==> src/rtl/uart_tx_fifo_if.sv <==
// Host/transmitter signal bundle for uart_tx_fifo.
// UART_TXFIFO_OVERFLOW_EN adds the overflow/ovf_clr pair.
interface uart_tx_fifo_if #(
  parameter int unsigned ADDR_W = 4
);
  logic              wr_en;
  logic [7:0]        wr_data;
  logic              full;
  logic              empty;
  logic [ADDR_W:0]   level;
  logic              tx_busy;
  logic              tx_start;
  logic [7:0]        tx_data;

`ifdef UART_TXFIFO_OVERFLOW_EN
  logic              overflow;
  logic              ovf_clr;

  modport master (
    output wr_en, wr_data, tx_busy, ovf_clr,
    input  full, empty, level, tx_start, tx_data, overflow
  );

  modport slave (
    input  wr_en, wr_data, tx_busy, ovf_clr,
    output full, empty, level, tx_start, tx_data, overflow
  );
`else
  modport master (
    output wr_en, wr_data, tx_busy,
    input  full, empty, level, tx_start, tx_data
  );

  modport slave (
    input  wr_en, wr_data, tx_busy,
    output full, empty, level, tx_start, tx_data
  );
`endif

endinterface

==> src/rtl/uart_tx_fifo.sv <==
// Circular byte FIFO feeding a UART transmitter through a start/busy handshake.
// Optional sticky overflow flag under UART_TXFIFO_OVERFLOW_EN.
module uart_tx_fifo #(
  parameter int unsigned DEPTH  = 16,
  parameter int unsigned ADDR_W = 4
) (
  input  logic          clk,
  input  logic          rst,
  uart_tx_fifo_if.slave bus
);

  localparam logic [ADDR_W:0] LEVEL_MAX = (ADDR_W+1)'(DEPTH);

  typedef enum logic [1:0] {
    IDLE,
    LAUNCH,
    WAIT_ACK,
    WAIT_DONE
  } state_e;

  generate
    if ((DEPTH < 2) || (DEPTH != (32'd1 << ADDR_W))) begin : g_bad_depth
      $error("uart_tx_fifo: DEPTH must be a power of two >= 2 equal to 2**ADDR_W");
    end
  endgenerate

  state_e            state_q, state_d;
  logic [ADDR_W-1:0] wr_ptr_q, wr_ptr_d;
  logic [ADDR_W-1:0] rd_ptr_q, rd_ptr_d;
  logic [ADDR_W:0]   level_q, level_d;
  logic              tx_start_q, tx_start_d;
  logic [7:0]        tx_data_q, tx_data_d;
  logic              busy_meta_q, busy_s_q;
  logic [7:0]        mem_q [DEPTH];

  logic              full;
  logic              empty;
  logic              push;
  logic              pop;

  assign full  = (level_q == LEVEL_MAX);
  assign empty = (level_q == '0);
  assign push  = bus.wr_en && !full;

  // tx_busy comes from the baud domain; only busy_s is used downstream.
  always_ff @(posedge clk) begin
    if (rst) begin
      busy_meta_q <= 1'b0;
      busy_s_q    <= 1'b0;
    end else begin
      busy_meta_q <= bus.tx_busy;
      busy_s_q    <= busy_meta_q;
    end
  end

  always_ff @(posedge clk) begin
    if (push) begin
      mem_q[wr_ptr_q] <= bus.wr_data;
    end
  end

  // tx_start is registered from the next state so it tracks LAUNCH/WAIT_ACK exactly.
  always_comb begin
    state_d = state_q;
    pop     = 1'b0;
    case (state_q)
      IDLE: begin
        if (!empty && !busy_s_q) begin
          pop     = 1'b1;
          state_d = LAUNCH;
        end
      end
      LAUNCH: begin
        state_d = WAIT_ACK;
      end
      WAIT_ACK: begin
        if (busy_s_q) begin
          state_d = WAIT_DONE;
        end
      end
      WAIT_DONE: begin
        if (!busy_s_q) begin
          state_d = IDLE;
        end
      end
      default: begin
        state_d = IDLE;
      end
    endcase
    tx_start_d = (state_d == LAUNCH) || (state_d == WAIT_ACK);
  end

  always_comb begin
    wr_ptr_d  = wr_ptr_q;
    rd_ptr_d  = rd_ptr_q;
    level_d   = level_q;
    tx_data_d = tx_data_q;
    if (push) begin
      wr_ptr_d = wr_ptr_q + ADDR_W'(1);
    end
    if (pop) begin
      rd_ptr_d  = rd_ptr_q + ADDR_W'(1);
      tx_data_d = mem_q[rd_ptr_q];
    end
    case ({push, pop})
      2'b10:   level_d = level_q + (ADDR_W+1)'(1);
      2'b01:   level_d = level_q - (ADDR_W+1)'(1);
      default: level_d = level_q;
    endcase
  end

  always_ff @(posedge clk) begin
    if (rst) begin
      state_q    <= IDLE;
      wr_ptr_q   <= '0;
      rd_ptr_q   <= '0;
      level_q    <= '0;
      tx_start_q <= 1'b0;
      tx_data_q  <= '0;
    end else begin
      state_q    <= state_d;
      wr_ptr_q   <= wr_ptr_d;
      rd_ptr_q   <= rd_ptr_d;
      level_q    <= level_d;
      tx_start_q <= tx_start_d;
      tx_data_q  <= tx_data_d;
    end
  end

  assign bus.full     = full;
  assign bus.empty    = empty;
  assign bus.level    = level_q;
  assign bus.tx_start = tx_start_q;
  assign bus.tx_data  = tx_data_q;

`ifdef UART_TXFIFO_OVERFLOW_EN
  logic ovf_q, ovf_d;

  // A dropped write in the same cycle as ovf_clr must leave the flag set.
  always_comb begin
    ovf_d = ovf_q;
    if (bus.ovf_clr) begin
      ovf_d = 1'b0;
    end
    if (bus.wr_en && full) begin
      ovf_d = 1'b1;
    end
  end

  always_ff @(posedge clk) begin
    if (rst) begin
      ovf_q <= 1'b0;
    end else begin
      ovf_q <= ovf_d;
    end
  end

  assign bus.overflow = ovf_q;
`endif

endmodule

==> src/flat_wrapper.sv <==
// flat-port wrapper written by rule: the top's interface ports become plain ports
module uart_tx_fifo_flat 
#(
  parameter int unsigned DEPTH  = 16,
  parameter int unsigned ADDR_W = 4
)
  (clk, rst, bus_wr_en, bus_wr_data, bus_tx_busy, bus_full, bus_empty, bus_level, bus_tx_start, bus_tx_data);
  uart_tx_fifo_if #(.ADDR_W(ADDR_W)) bus_i ();
  input  logic clk;
  input  logic rst;
  input wire logic [$bits(bus_i.wr_en)-1:0] bus_wr_en;
  input wire logic [$bits(bus_i.wr_data)-1:0] bus_wr_data;
  input wire logic [$bits(bus_i.tx_busy)-1:0] bus_tx_busy;
  output wire logic [$bits(bus_i.full)-1:0] bus_full;
  output wire logic [$bits(bus_i.empty)-1:0] bus_empty;
  output wire logic [$bits(bus_i.level)-1:0] bus_level;
  output wire logic [$bits(bus_i.tx_start)-1:0] bus_tx_start;
  output wire logic [$bits(bus_i.tx_data)-1:0] bus_tx_data;
  assign bus_i.wr_en = bus_wr_en;
  assign bus_i.wr_data = bus_wr_data;
  assign bus_i.tx_busy = bus_tx_busy;
  assign bus_full = bus_i.full;
  assign bus_empty = bus_i.empty;
  assign bus_level = bus_i.level;
  assign bus_tx_start = bus_i.tx_start;
  assign bus_tx_data = bus_i.tx_data;
  uart_tx_fifo #(.DEPTH(DEPTH), .ADDR_W(ADDR_W)) u_core (.clk(clk), .rst(rst), .bus(bus_i));
endmodule
==> config.mk <==
export PLATFORM = sky130hd
export DESIGN_NAME = uart_tx_fifo_flat
export DESIGN_NICKNAME = d
export VERILOG_FILES = /design/src/rtl/uart_tx_fifo_if.sv /design/src/rtl/uart_tx_fifo.sv /design/src/flat_wrapper.sv
export SDC_FILE = /design/constraint.sdc
export NUM_CORES = 1
export LEC_CHECK = 0
export BUFFER_PORTS_ARGS = -buffer_cell sky130_fd_sc_hd__buf_2
export CAP_MARGIN = 20
export CORE_MARGIN = 2
export CORE_UTILIZATION = 61
export DETAILED_ROUTE_END_ITERATION = 6
export GPL_TIMING_DRIVEN = 0
export PLACE_DENSITY_LB_ADDON = 0.2
export REMOVE_ABC_BUFFERS = 1
export SLEW_MARGIN = 10
export SYNTH_ARGS = -nofsm -noshare
export SYNTH_HDL_FRONTEND = slang
export SYNTH_SLANG_ARGS = --single-unit
==> constraint.sdc <==
create_clock -name clk -period 3.2 [get_ports clk]
set_input_delay 0.32 -clock clk [delete_from_list [all_inputs] [get_ports clk]]
set_output_delay 0.32 -clock clk [all_outputs]
set_load 0.01 [all_outputs]
==> qor.yml, run 1 <==
ant_nets: 0
yosys_warnings: 0
io_buffers: 27
grt_pass1_vias: 3224
grt.total_usage_pct: 22.8
tightest_slew_ns: 0.939
ir_drop_uv: 377
clock_sink_count: 154
synthCells: 394
dp_hpwl_mm: 7.35
placementRows: 36
layout_common_cells: "edfxtp_1 (128), mux2i_1 (47), nor2_1 (41)"
synth_area_um2: 6240
post_cts_resized: 0
nets: 440
die_w_um: 105
slew_headroom_pct: 37.3
final_core_util_pct: 71.3
synth-seq-cells: 154
synth.top_cell.area_share_pct: 61.6
fin_setup_tns_ns: 0
synth_area_leaders: "edfxtp_1 (62%), dfxtp_1 (8.3%), mux2i_1 (7.5%), mux4_1 (3.8%), nor2_1 (2.5%)"
antenna_found_initial: 0
syn_to_final_growth_pct: 12.7
pin_count: 28
period_needed_ns: 2.83
overflow: 0
gp_congestion: 0.881
maxSlewViolCount: 0
h-tree-depth: 4
cp_max_fo: 15
dieHeight_um: 105
crit_path_end_kind: "flop"
hold_viol: 0
coreArea_um2: 9860
drive_gt1_share_pct: 16.2
yosysTopAreaCell: "edfxtp_1"
grt_setup_unrepaired: "no"
syn_avg_cell_area_um2: 15.8
diodes: 0
drv_cap: 0
fin_area_um2: 7030
leakagePower_nw: 2.32
arrival_ns: 3.24
clkLatencyLatePin_ns: 0.52
min_period_over_period_pct: 88.4
drtIter0Drc: 353
setup_viol: 0
cts_inserted_buffers: 17
placed_cell_area_um2: 6460
cts-root-buf: "clkbuf_8"
power_density_nw_per_um2: 787
drt-vias-per-instance: 6.04
fin_skew_ns: 0.00698
grt_pass1_wl_mm: 18.3
clkTransAtPathRegs_ns: 0.06
final_common_cell: "edfxtp_1"
cts_tree: "yes"
firstDrtPassIters: 5
max_freq_mhz: 354
synth_cell_types: 48
status: "finished clean"
seq_area_frac_synth_pct: 69.9
wl_per_cell_um: 20.6
dr_total_vias: 3418
routed_wl_mm: 11.7
die-area_um2: 11100
worstSetupPathType: "reg -> reg"
post_cts_buffers: 0
critPathLaunchType: "flop"
start_util_pct: 63.3
min_path_type: "in -> reg"
grt_max_degree: 35
cp.required_ns: 3.61
drc: 0
cts_buffer_depth: 2
cts_hold_buf: 0
## metrics by stage
step                      setup WS [ns]  instances  hold slack (ns)  power [mW]
after floorplan                  -0.511        368            0.389        3.29
after global placement            -1.29        528            0.428        3.63
after detailed placement         0.0646        534            0.425        3.70
after CTS                        0.0576        566          0.00664        5.51
after global routing              0.123        566           0.0294        5.81
final                             0.372        566           0.0202        5.53
## layout make-up
cell class	count	area, um2
fillers	599	2830
clock buffers	21	429
inverters	4	15.0
repair buffers	33	191
flip-flops and latches	154	4370
well taps	133	166
clock inverters	11	104
multi-input cells	210	1760
## layer usage
| layer | wire length (um) | part of all wire (%) | GRT usage, % |
|---|---|---|---|
| met4 | 216 | 1.9 | 8.57 |
| met1 | 5200 | 45 | 31.8 |
| met2 | 5660 | 49 | 35.0 |
| met5 | 0 | 0 | 0 |
| met3 | 577 | 5.0 | 5.61 |
## registers in the layout, indices dropped and copies added (netlist names)
name	cells
u_core.bus.level	5
u_core.bus.tx_data	8
u_core.bus.tx_start	1
u_core.busy_meta_q	1
u_core.busy_s_q	1
u_core.mem_q	128
u_core.rd_ptr_q	4
u_core.state_q	2
u_core.wr_ptr_q	4
## worst max-delay path, cell delays in order (launching register included)
cell	delay, ns
dfxtp_1	0.35
nor3_2	0.31
a21boi_4	0.34
buf_6	0.21
ha_2	0.31
xor2_1	0.10
ha_1	0.18
a21oi_1	0.23
a32oi_1	0.14
a31oi_1	0.20
mux2_2	0.35
## final timing paths
check	startpoint	endpoint	slack, ns	depth (start not counted)
max	u_core.state_q[1]	u_core.bus.level[4]	0.37	10
min	bus_tx_busy	u_core.busy_meta_q	0.02	2
max reg2reg	u_core.state_q[1]	u_core.bus.level[4]	0.37	10
min reg2reg	u_core.busy_meta_q	u_core.busy_s_q	0.45	1
## kinds of logic after synthesis
kind of cell	Yosys count	share of synthesized area [%]
DFF	154	69.9
and+or+nand+nor	78	6.12
muxes	59	12.1
AOI/OAI and AO/OA	55	6.40
buffers and inverters	30	2.49
xor gates and xnor gates	10	1.40
adders and majority gates	8	1.60
## cell usage after synthesis, drive strengths merged
cell,count
a2111oi,6
a211oi,6
a21boi,2
a21o,1
a21oi,5
a22oi,3
a311oi,2
a31oi,1
a32oi,1
and2b,1
and3,2
and3b,1
buf,19
clkbuf,7
dfxtp,26
edfxtp,128
ha,8
inv,4
mux2,2
mux2i,47
mux4,10
nand2,5
nand2b,3
nand3,1
nand3b,3
nand4bb,1
nor2,41
nor2b,4
nor3,8
nor4,1
o211ai,4
o21ai,1
o22ai,23
or2,1
or3,3
or3b,2
or4,1
xnor2,2
xor2,8
## report_power, final
group | total (mW) | internal [mW] | switching [mW]
combinational | 1.22 | 0.534 | 0.687
clock | 1.82 | 1.09 | 0.724
sequential | 2.50 | 2.33 | 0.166
total | 5.53 | 3.96 | 1.58
(Power assumes the default switching activity.)
==> run 2: changes to the inputs <==
--- a/config.mk
+++ b/config.mk
@@ -7,8 +7,10 @@
 export LEC_CHECK = 0
 export BUFFER_PORTS_ARGS = -buffer_cell sky130_fd_sc_hd__buf_2
 export CAP_MARGIN = 20
+export CELL_PAD_IN_SITES_DETAIL_PLACEMENT = 0
+export CELL_PAD_IN_SITES_GLOBAL_PLACEMENT = 2
 export CORE_MARGIN = 2
-export CORE_UTILIZATION = 61
+export CORE_UTILIZATION = 45
 export DETAILED_ROUTE_END_ITERATION = 6
 export GPL_TIMING_DRIVEN = 0
 export PLACE_DENSITY_LB_ADDON = 0.2
==> qor.yml, run 2 (synthesis gave the netlist of run 1 again) <==
status: "finished clean"
crit_family: "compound AO/OA/AOI/OAI gates"
gp_congestion: 0.786
max_freq_mhz: 344
coreArea_um2: 13700
cp_num_buf_inv: 1
die-area_um2: 14800
dp_hpwl_mm: 7.91
antenna_found_initial: 0
p_comb_share_pct: 21.1
cts_buffer_depth: 2
critPathMostFrequentCell: "ha_1"
h-tree-depth: 4
multiInputGateArea_um2: 1750
cp_max_fo: 10
syn_to_final_growth_pct: 14.0
regArea_um2: 4370
total_power_mw: 5.64
leakagePower_nw: 2.35
tightest_slew_ns: 0.967
grt_pass1_vias: 3189
min_period_over_period_pct: 90.9
r2r_setup_slack_ns: 0.29
grt_max_degree: 48
arrival_ns: 3.22
critPathLaunchType: "flop"
drt-vias-per-instance: 5.42
grt_pass1_wl_mm: 18.4
maxSlewViolCount: 0
drv_cap: 0
pwr-share-clk_pct: 34.8
drc: 0
clkLatencyLatePin_ns: 0.42
cp_slowest_cell: "nor4_2"
start_util_pct: 45.5
largest_reg_flops: 128
diodes: 0
cts_hold_buf: 0
worst_slack_ns: 0.292
slew_headroom_pct: 35.4
fillerInstances: 1140
dr_total_vias: 3303
min_path_type: "in -> reg"
final_common_cell: "edfxtp_1"
io_buffers: 27
clkTransAtPathRegs_ns: 0.06
swShare_pct: 28.1
grt.total_usage_pct: 17.8
ir_drop_uv: 367
crit_path_end_kind: "flop"
wl_per_cell_um: 19.9
max_stage_delay_ns: 0.46
dieHeight_um: 122
placementRows: 43
period_needed_ns: 2.91
ant_nets: 0
cts-root-buf: "clkbuf_16"
layout_common_cells: "edfxtp_1 (128), mux2i_1 (47), nor2_1 (41)"
cts_tree: "yes"
crit_chain: "nor4_2, a21boi_2, inv_1, ha_1, xor2_1, ha_1, a21oi_1, a32oi_1, a31oi_1, mux2_2"
nets: 437
hold_viol: 0
firstDrtPassIters: 4
p_int_mw: 4.05
worstSetupPathType: "reg -> reg"
cp.required_ns: 3.51
seqPwrFrac_pct: 44.1
overflow: 0
clock_sink_count: 154
pin_count: 28
fin_skew_ns: 0.00775
dpl_worst_slack_ns: 0.118
routed_wl_mm: 12.1
p_switching_mw: 1.59
drtIter0Drc: 181
setup_viol: 0
cts_inserted_buffers: 17
power_density_nw_per_um2: 792
die_w_um: 122
drive_gt1_share_pct: 16.8
regMostFlops: "u_core.mem_q"
grt_setup_unrepaired: "no"
run 2: cell count changes in the layout (fill, tap and decap cells not counted), sizes merged:
| cell | delta |
|---|---|
| buf | -3 |
| clkbuf | -3 |
| inv | +3 |
| clkinvlp | -2 |
| bufinv | +1 |
run 2: layer usage:
| metal | up-vias | track usage, % | part of all wire [%] |
|---|---|---|---|
| met2 | 66 | 27.4 | 48 |
| met1 | 1653 | 24.6 | 47 |
| met3 | 7 | 4.78 | 4.1 |
| met5 | - | 0 | 0 |
| met4 | 0 | 6.03 | 0.89 |
| li1 | 1577 | - | - |
run 2: stage by stage:
step	utilization (%)	hold slack [ns]	cell area, um2	setup TNS, ns	instances
after floorplan	-	0.389	6100	-0.959	368
after global placement	47.1	0.421	6460	-12.00	575
after detailed placement	47.6	0.429	6530	0	578
after CTS	51.8	0.107	7110	0	609
after global routing	51.9	0.132	7120	0	609
final	51.9	0.123	7120	0	609
run 2: area by class of cell:
class                      count  share of cell area, %
clock inverter                13                   2.07
inverter                       4                  0.211
clock buffer                  18                   6.03
multi-input combinational    210                   24.6
sequential                   154                   61.4
timing repair buffer          30                   2.55
tap                          180                   3.17
run 2: timing repair:
action	in CTS	in global routing
gates resized for setup	0	2
endpoints found under the setup margin	0	1
buffers inserted	0	0
run 2: power groups by stage:
stage                     Clock (mW)  Combinational [mW]  Sequential, mW
after global routing            2.07                1.34            2.51
after global placement             0                1.14            2.53
after floorplan                    0               0.755            2.54
after detailed placement           0                1.18            2.53
after CTS                       2.00                1.19            2.48
final                           1.96                1.19            2.49
run 2: final timing paths:
| path | start | to | cells after the start |
|---|---|---|---|
| max reg2reg | u_core.bus.level[0] | u_core.bus.level[4] | 10 |
| min reg2reg | u_core.busy_meta_q | u_core.busy_s_q | 1 |
| max | u_core.bus.level[0] | u_core.bus.level[4] | 10 |
| min | bus_tx_busy | u_core.busy_meta_q | 2 |
